**src/rtl/mem_pkg.sv**
```systemverilog
`default_nettype none
// ============================================================================
// Module      : mem_pkg
// Description : Shared FSM state encoding and default geometry for the
//               unified memory block.
// Revision    : 1.0 - initial release
// ============================================================================
package mem_pkg;

    localparam int c_addr_width_dflt = 8;
    localparam int c_data_width_dflt = 16;

    typedef enum logic [1:0] {
        ST_RUN        = 2'd0,
        ST_DUMP_FETCH = 2'd1,
        ST_DUMP_SEND  = 2'd2,
        ST_DONE       = 2'd3
    } state_t;

endpackage
`default_nettype wire

```
**src/rtl/mem_array.sv**
```systemverilog
`default_nettype none
// ============================================================================
// Module      : mem_array
// Description : Single-port storage with synchronous read and write enable.
// Revision    : 1.0 - initial release
// ============================================================================
module mem_array
    import mem_pkg::*;
#(
    parameter int ADDR_WIDTH = c_addr_width_dflt,
    parameter int DATA_WIDTH = c_data_width_dflt
) (
    input  logic                  clk,
    input  logic                  i_we,
    input  logic                  i_re,
    input  logic [ADDR_WIDTH-1:0] i_addr,
    input  logic [DATA_WIDTH-1:0] i_wdata,
    output logic [DATA_WIDTH-1:0] o_rdata
);

    localparam int c_depth = 2 ** ADDR_WIDTH;

    logic [DATA_WIDTH-1:0] r_mem [c_depth];
    logic [DATA_WIDTH-1:0] r_rdata;

    // Read data only changes on a read, so it is stable across idle and write cycles.
    always_ff @(posedge clk) begin
        if (i_we) begin
            r_mem[i_addr] <= i_wdata;
        end else if (i_re) begin
            r_rdata <= r_mem[i_addr];
        end
    end

    assign o_rdata = r_rdata;

endmodule
`default_nettype wire

```
**src/rtl/unified_memory.sv**
```systemverilog
`default_nettype none
// ============================================================================
// Module      : unified_memory
// Description : CPU-accessible memory with a preload port and a post-program
//               dump stream, all muxed onto one single-port array.
// Revision    : 1.0 - initial release
// ============================================================================
module unified_memory
    import mem_pkg::*;
#(
    parameter int ADDR_WIDTH = c_addr_width_dflt,
    parameter int DATA_WIDTH = c_data_width_dflt
) (
    input  logic                  clk_i,
    input  logic                  rst_i,
    input  logic                  mem_enable_i,
    input  logic                  mem_rd_en_i,
    input  logic                  mem_wr_en_i,
    input  logic [ADDR_WIDTH-1:0] mem_addr_i,
    input  logic [DATA_WIDTH-1:0] mem_value_i,
    output logic [DATA_WIDTH-1:0] mem_value_o,
    input  logic                  end_program_i,
    input  logic                  load_valid_i,
    input  logic [ADDR_WIDTH-1:0] load_addr_i,
    input  logic [DATA_WIDTH-1:0] load_data_i,
    output logic                  load_ready_o,
    output logic                  dump_valid_o,
    output logic [ADDR_WIDTH-1:0] dump_addr_o,
    output logic [DATA_WIDTH-1:0] dump_data_o,
    input  logic                  dump_ready_i,
    output logic                  dump_done_o,
    output logic                  protocol_err_o
);

    localparam logic [ADDR_WIDTH-1:0] c_last_addr = '1;

    state_t                r_state;
    state_t                w_state_next;
    logic [ADDR_WIDTH-1:0] r_cnt;
    logic [ADDR_WIDTH-1:0] w_cnt_next;
    logic                  r_err;
    logic                  r_cpu_rd_q;
    logic [DATA_WIDTH-1:0] r_value_hold;

    logic                  w_run;
    logic                  w_cpu_rd;
    logic                  w_cpu_wr;
    logic                  w_proto_bad;
    logic                  w_load_fire;

    logic                  w_arr_we;
    logic                  w_arr_re;
    logic [ADDR_WIDTH-1:0] w_arr_addr;
    logic [DATA_WIDTH-1:0] w_arr_wdata;
    logic [DATA_WIDTH-1:0] w_arr_rdata;

    assign w_run       = (r_state == ST_RUN);
    assign w_cpu_rd    = w_run & mem_rd_en_i & ~mem_wr_en_i;
    assign w_cpu_wr    = w_run & mem_wr_en_i & ~mem_rd_en_i;
    assign w_proto_bad = w_run & ((mem_rd_en_i & mem_wr_en_i) |
                                  (mem_enable_i != (mem_rd_en_i | mem_wr_en_i)));

    // Loads also yield to stray rd/wr enables so the CPU always owns the port.
    assign load_ready_o = w_run & ~mem_enable_i & ~mem_rd_en_i & ~mem_wr_en_i;
    assign w_load_fire  = load_valid_i & load_ready_o;

    always_comb begin
        w_state_next = r_state;
        w_cnt_next   = r_cnt;
        w_arr_we     = 1'b0;
        w_arr_re     = 1'b0;
        w_arr_addr   = r_cnt;
        w_arr_wdata  = mem_value_i;
        case (r_state)
            ST_RUN: begin
                if (w_cpu_rd) begin
                    w_arr_re   = 1'b1;
                    w_arr_addr = mem_addr_i;
                end else if (w_cpu_wr) begin
                    w_arr_we   = 1'b1;
                    w_arr_addr = mem_addr_i;
                end else if (w_load_fire) begin
                    w_arr_we    = 1'b1;
                    w_arr_addr  = load_addr_i;
                    w_arr_wdata = load_data_i;
                end
                if (end_program_i) begin
                    w_state_next = ST_DUMP_FETCH;
                    w_cnt_next   = '0;
                end
            end
            ST_DUMP_FETCH: begin
                w_arr_re     = 1'b1;
                w_state_next = ST_DUMP_SEND;
            end
            ST_DUMP_SEND: begin
                if (dump_ready_i) begin
                    if (r_cnt != c_last_addr) begin
                        w_cnt_next   = r_cnt + 1'b1;
                        w_state_next = ST_DUMP_FETCH;
                    end else begin
                        w_state_next = ST_DONE;
                    end
                end
            end
            ST_DONE: begin
                w_state_next = ST_DONE;
            end
            default: begin
                w_state_next = ST_RUN;
            end
        endcase
    end

    always_ff @(posedge clk_i or negedge rst_i) begin
        if (!rst_i) begin
            r_state      <= ST_RUN;
            r_cnt        <= '0;
            r_err        <= 1'b0;
            r_cpu_rd_q   <= 1'b0;
            r_value_hold <= '0;
        end else begin
            r_state    <= w_state_next;
            r_cnt      <= w_cnt_next;
            r_err      <= r_err | w_proto_bad;
            r_cpu_rd_q <= w_cpu_rd;
            if (r_cpu_rd_q) begin
                r_value_hold <= w_arr_rdata;
            end
        end
    end

    // The array's read register is the CPU data in the cycle after a read;
    // r_value_hold keeps it once the array is reused for loads or the dump.
    assign mem_value_o    = r_cpu_rd_q ? w_arr_rdata : r_value_hold;
    assign dump_valid_o   = (r_state == ST_DUMP_SEND);
    assign dump_addr_o    = r_cnt;
    assign dump_data_o    = (r_state == ST_DUMP_SEND) ? w_arr_rdata : '0;
    assign dump_done_o    = (r_state == ST_DONE);
    assign protocol_err_o = r_err;

    mem_array #(
        .ADDR_WIDTH (ADDR_WIDTH),
        .DATA_WIDTH (DATA_WIDTH)
    ) u_mem_array (
        .clk     (clk_i),
        .i_we    (w_arr_we),
        .i_re    (w_arr_re),
        .i_addr  (w_arr_addr),
        .i_wdata (w_arr_wdata),
        .o_rdata (w_arr_rdata)
    );

endmodule
`default_nettype wire

```
**config.mk**
```make
export PLATFORM = sky130hd
export DESIGN_NAME = unified_memory
export DESIGN_NICKNAME = d
export VERILOG_FILES = /design/src/rtl/mem_pkg.sv /design/src/rtl/mem_array.sv /design/src/rtl/unified_memory.sv
export SDC_FILE = /design/constraint.sdc
export NUM_CORES = 2
export LEC_CHECK = 0
export BUFFER_PORTS_ARGS = -buffer_cell sky130_fd_sc_hd__clkbuf_2
export CORE_MARGIN = 5
export CORE_UTILIZATION = 55
export DETAILED_ROUTE_END_ITERATION = 12
export GPL_ROUTABILITY_DRIVEN = 0
export PLACE_DENSITY = 0.79
export SYNTH_ARGS = -nofsm -noshare
export SYNTH_HDL_FRONTEND = slang
export SYNTH_HIERARCHICAL = 1
export SYNTH_SLANG_ARGS = --single-unit
export TNS_END_PERCENT = 50
```
**constraint.sdc**
```tcl
create_clock -name clk_i -period 8.88 [get_ports clk_i]
set_clock_uncertainty 0.1 [all_clocks]
set_input_delay 0.888 -clock clk_i [delete_from_list [all_inputs] [get_ports clk_i]]
set_output_delay 0.888 -clock clk_i [all_outputs]
set_load 0.1 [all_outputs]
```
Word level (Yosys, flattened, before mapping)
Memories as Yosys holds them, arrays and structs flattened. A register that Yosys moved wholly into a read port is not among the register bits.
Index checks and enable logic that the tools add are counted.
{"block": "word_totals", "register_bits": 28, "ram_bits": 4096, "input_bits": 56, "out_inout_bits": 44, "wordCells": 63, "mem_count": 1}
{"block": "op_classes", "addsub": 1, "eq_ne": 8, "n_mux": 26, "n_bitwise": 17, "n_reduce_logical": 5}
{"memory": "u_mem_array.r_mem", "depth": 256, "width": 16, "rd": 1, "rd_ports_with_merged_regs": 1, "wr": 1, "line": "mem_array.sv:23", "source": "logic [DATA_WIDTH-1:0] r_mem [c_depth];"}
{"op": "2-to-1 mux 16 bit", "count": 6}
{"op": "2-to-1 mux 8 bit", "count": 7}
{"op": "case mux 8 bit (2 select lines)", "count": 1}
{"op": "AND 1 bit", "count": 10}
{"op": "adder 8 x 1 -> 8 bit, second input constant", "count": 1}
{"op": "inequality test 8 bit, second input constant", "count": 1}
{"op": "case mux 2 bit (4 select lines)", "count": 1}
{"op": "2-to-1 mux 1 bit", "count": 7}
{"op": "2-to-1 mux 2 bit", "count": 3}
{"op": "== test 2 bit, second input constant", "count": 2}
{"op": "inequality test 2 x 1 -> 1 bit, second input constant", "count": 2}
{"op": "NOT 1 bit", "count": 4}
{"op": "AND reduction 2 bit", "count": 2}
{"op": "AND reduction 4 bit", "count": 1}
{"op": "bitwise OR 1 bit", "count": 3}
{"op": "== test 2 x 1 -> 1 bit, second input constant", "count": 1}
{"op": "zero test 2 bit", "count": 1}
{"op": "inequality test 2 bit, second input constant", "count": 1}
{"op": "case mux 1 bit (2 select lines)", "count": 1}
{"op": "nonzero test 2 bit", "count": 1}
{"op": "inequality test 1 bit", "count": 1}

Longest topological paths before layout
{"block": "depth", "ltp_word": 11, "mapped_depth": 15, "depth_no_buf": 9}

Cells and area by module
Netlist, hierarchy kept.
{"module": "mem_array", "n_inst": 1, "cells_per_inst": 6726, "area_per_inst_um2": 155500.4, "seq_area_each_um2": 123478.4}
{"module": "unified_memory", "n_inst": 1, "cells_per_inst": 178, "area_per_inst_um2": 1796.7, "seq_area_each_um2": 700.7}

Worst setup path before layout
Ideal clock, no wire load.
{"block": "synth_timing", "path_type": "input port to flip-flop", "start": "input port mem_wr_en_i", "end": "memory u_mem_array/r_mem[0][10] in the netlist's numbering, data pin", "setup_ns": 0.809, "arrival_ns": 4.643, "required_ns": 7.971, "setup_slack_ns": 3.328, "stages": 6, "n_path_buf": 3, "cell_sequence": "buf_2 -> nor2_1 -> and3_1 -> buf_4 -> buf_4 -> mux2_1"}
{"block": "synth_via", "elab_chain_cells": 7, "word_cells_on_any_way": 10, "cone_classes": "mux: 4; bitwise: 6"}
{"item": "start, declared", "line": "unified_memory.sv:18", "source": "input logic mem_wr_en_i,"}
{"item": "NOT 1 bit", "line": "unified_memory.sv:58, unified_memory.sv:64"}
{"item": "AND 1 bit", "line": "unified_memory.sv:64", "source": "assign load_ready_o = w_run & ~mem_enable_i & ~mem_rd_en_i & ~mem_wr_en_i;"}
{"item": "AND 1 bit", "line": "unified_memory.sv:65", "source": "assign w_load_fire = load_valid_i & load_ready_o;"}
{"item": "2-to-1 mux 16 bit", "line": "unified_memory.sv:82", "source": "end else if (w_load_fire) begin"}
{"item": "2-to-1 mux 16 bit", "line": "unified_memory.sv:79", "source": "end else if (w_cpu_wr) begin"}
{"item": "2-to-1 mux 16 bit (*)", "line": "unified_memory.sv:76", "source": "if (w_cpu_rd) begin"}
{"item": "2-to-1 mux 16 bit (*)", "line": "unified_memory.sv:74", "source": "case (r_state)"}
{"item": "net w_arr_wdata[10]", "line": "unified_memory.sv:54", "source": "logic [DATA_WIDTH-1:0] w_arr_wdata;"}
{"item": "end, declared", "line": "mem_array.sv:23"}
The timed path passes the listed nets; every way through them passes the cells marked *.

Worst setup path after layout
{"block": "layout_timing", "start": "register r_state[1]", "end": "register u_mem_array.r_rdata[1] (netlist: u_mem_array/o_rdata[1]), read port of u_mem_array.r_mem, data pin"}
{"block": "layout_via", "word_cells_on_any_way": 22, "cone_classes": "eq/ne: 1; mux: 10; bitwise: 9; reduce/logical: 2"}
{"item": "start, declared", "line": "unified_memory.sv:37", "source": "state_t r_state;"}
{"item": "start signal, assigned", "line": "unified_memory.sv:123", "source": "r_state <= w_state_next;"}
{"item": "zero test 2 bit (*)", "line": "unified_memory.sv:57, unified_memory.sv:74"}
{"item": "AND 1 bit (3 in a row)", "line": "unified_memory.sv:64"}
{"item": "AND 1 bit", "line": "unified_memory.sv:65"}
{"item": "2-to-1 mux 8 bit", "line": "unified_memory.sv:82"}
{"item": "2-to-1 mux 8 bit", "line": "unified_memory.sv:79"}
{"item": "2-to-1 mux 8 bit", "line": "unified_memory.sv:76"}
{"item": "2-to-1 mux 8 bit (*)", "line": "unified_memory.sv:74"}
{"item": "net w_arr_addr[0]", "line": "unified_memory.sv:53", "source": "logic [ADDR_WIDTH-1:0] w_arr_addr;"}
{"item": "end, declared", "line": "mem_array.sv:24", "source": "logic [DATA_WIDTH-1:0] r_rdata;"}
Marks and branches as above.
A chain may end at the register's enable or synchronous reset.

==> impl_results.md <==
* Synth cell types at 42
* RR Startpoint: r_state[1]
* Part of the power in registers at 0.420
* Die Area at ~0.3 mm^2
* CP arrival at 7690 ps
* Top-area cell type share of the netlist area at 0.785
* DRT Pass-1 Iters at 6
* Worst hold path type: input pin to flip-flop
* Die X at 545 um
* Fillers at ~18000
* Synth area leaders: edfxtp_1, mux4_2, a22oi_1
* Int Pwr at 36200 uW
* Max-slew violations at 36
* RR Endpoint: u_mem_array/o_rdata[1]
* Pwr dens at 293 mW/mm^2
* Area after DPL at 0.165 mm^2
* Worst slew pin tran at 1520 ps
* Maximum VDD drop at 0.269 mV
* Count leader, synth: edfxtp_1
* Mapped cell area at 0.157 mm^2
* Clock sinks at 4140
* Data required, critical path at 9410 ps
* Setup TNS at 0 ps
* Final hold vios at 0
* Reported max-cap violation count at 0
* Post-synth EDFFs at 4112
* CP delay by family, top: compound AO/OA/AOI/OAI gates
* CP max stage delay at 1170 ps
* Crit path max fanout at 35
* Setup crit start: r_state[1]
* # setup viols final at 0
* Most frequent CP cell: buf_4
* Sequential share of the synthesized area at 0.789
* CTS Root Cell: clkbuf_16
* Clock latency on the worst-skew pair at 950 ps
* Die Span Y at 545 um
* Std cell rows at approximately 200
* H-tree depth at 5
* Yosys reg bits at 4140
* Clock buffer count from CTS at 384
* Critical setup path kind: flip-flop to flip-flop
* Syn_area_per_cell at 22.8 um^2
* Total grt overflow at 0
* Initial antenna violation count at 24
* Total GRT Usage at 0.285
* WHS at 161 ps
* Iter 0 DRT Violations at 14500
* Resized Gates After CTS at 0
* HP Start: end_program_i
* Critical Path End Type: flip-flop
* Post-route DRC at 0
* Area leader, netlist: edfxtp_1
* Global-route wire length before repair at 604 mm
* RSZ-0062 raised after global routing: false
* Sw frac at 0.302
* Slew headroom at -0.0131
* Comb power frac at 0.269
* Crit. path cell count at 13
* Flop-to-flop setup slack at roughly 1700 ps
* Vias per Instance at between 7 and 8
* P_leak at approximately 0.054 uW
* Average wire per standard cell at between 30 and 40 um
* Port buffer count at 99
* Crit path buffers/inverters at 4
* DP HPWL at 224 mm
* Asr flop ratio synth at 0.00676
* Crit path capture: u_mem_array/o_rdata[1]
* Floorplan core area at 0.285 mm^2
* Via count at 81000
* Area delta synth->final at 12.4%
* Reg2Reg Depth at 13
* Main synth FF type: edfxtp_1
* Period utilisation layout at 0.806
* Reg clk slew, reported paths at ~60 ps
* I/O pin cnt at 100
* CTS tree: done
* Synthesis Warnings at 6
* Maximum number of pins on one net before global-route repair at 169
* Layout cells sized above 1 at 0.281
* Min Tclk post-route at between 7000 and 8000 ps
* Final instance area at 0.177 mm^2
* Failing checks: slew limit
* Nets at 7420
* Post-Syn Nets at 6961
* Clock Power Share at 0.311
* Number of global-route vias before repair at 81500
* Most common library cells after synthesis: edfxtp_1, mux4_2, a22oi_1
* Crit path cell chain: nor3_1, and3_2, and3_1, a221o_4, buf_4, buf_4, buf_4, mux4_2, a22oi_1, a21oi_1, o41ai_1, buf_4, nand4_1
* Maximum achievable frequency at roughly 140 MHz
* Clock Path Buffers at 4
* Cells after synthesis at 6904
* Final wirelength at 422 mm
* Status: complete, but fails checks
* CP startpoint kind: flip-flop
* Routed Antenna Nets at 0
* Slowest-stage cell, CP: o41ai_1
* Starting Density at 0.552
* Net switching power at 15700 uW
## through the flow
stage / power, uW / util / cells / setup WS, ps
finish: 51900 / 0.621 / 11400 / 1720
global route: 53400 / 0.620 / 11400 / 1530
CTS: 51800 / 0.620 / 11400 / 1930
detailed placement: 35700 / 0.578 / 10700 / 1710
global placement: 35400 / 0.577 / 10700 / 1010
floorplan: 31600 / - / 6904 / 3330
## layout make-up
class                   instances  area, um^2  area share
well taps                    3762        4710      0.0266
multi-input cells            2328       31900       0.181
clock inverters               219        2040      0.0115
clock buffers                 467       10000      0.0568
flip-flops and latches       4140      124000       0.702
repair buffers                503        3870      0.0219
inverters                       6        22.5    0.000127
diodes                         14        35.0    0.000198
## cell usage in the layout (no fill, tap or decap), types with 20 or more instances in the layout
cell type     n
a21oi_1     261
a22oi_1     513
and2_1       20
buf_12       27
buf_4       372
bufinv_16    35
clkbuf_1     77
clkbuf_16   390
clkbuf_2     99
clkinv_1     97
clkinv_2     63
dfrtp_1      28
edfxtp_1   4112
mux4_2     1024
nand2_1      38
nand4_1      21
nor2_1      209
nor2_2       24
nor3_2       30
o41ai_1      42
o41ai_2      23
## cell families after synthesis
family / synth area share
AO/OA/AOI/OAI: 0.0378
XOR/XNOR: 0.000111
adder cells (fa/ha/maj): 0.0000795
buffers and inverters: 0.0123
flip-flops: 0.789
multiplexers: 0.149
AND/OR/NAND/NOR: 0.0111
## routing by layer
metal | share of wire | wire, um | global-route usage
met4 | 0.063 | 26800 | 0.145
met3 | 0.13 | 54500 | 0.0721
met5 | 0.00034 | 145 | 0
met2 | 0.48 | 204000 | 0.450
met1 | 0.32 | 137000 | 0.373
## worst min-delay path: stages
cell and delay, ps:
clkbuf_2 100, nand2b_1 90, o21ai_1 60
## how the worst min path moves through the flow
stage	to	slack [ps]	cells past startpoint
3_3_place_gp	r_value_hold[6]	360	1
3_5_place_dp	r_value_hold[11]	380	1
5_1_grt	r_state[0]	150	3
2_1_floorplan	dump_addr_o[0]	490	0
6_report	r_state[0]	160	3
4_1_cts	r_state[0]	140	3
## flip-flops by register name, indices dropped and copies added (netlist names)
name	count
r_value_hold	16
u_mem_array/o_rdata	16
u_mem_array/r_mem	4096
r_cpu_rd_q	1
protocol_err_o	1
r_state	2
dump_addr_o	8
## power by group through the flow
stage | Sequential [uW] | Clock, uW | Combinational, uW
6_report | 21800 | 16200 | 13900
5_1_grt | 21800 | 17200 | 14500
4_1_cts | 21800 | 16200 | 13800
3_5_place_dp | 22200 | 0 | 13500
3_3_place_gp | 22200 | 0 | 13200
2_1_floorplan | 22200 | 0 | 9380
## repair_timing
item,4_1_cts,5_1_grt
buffers inserted,0,0
hold buffers,1,0
hold endpoints to repair,28,0
(Power assumes the default switching activity.)
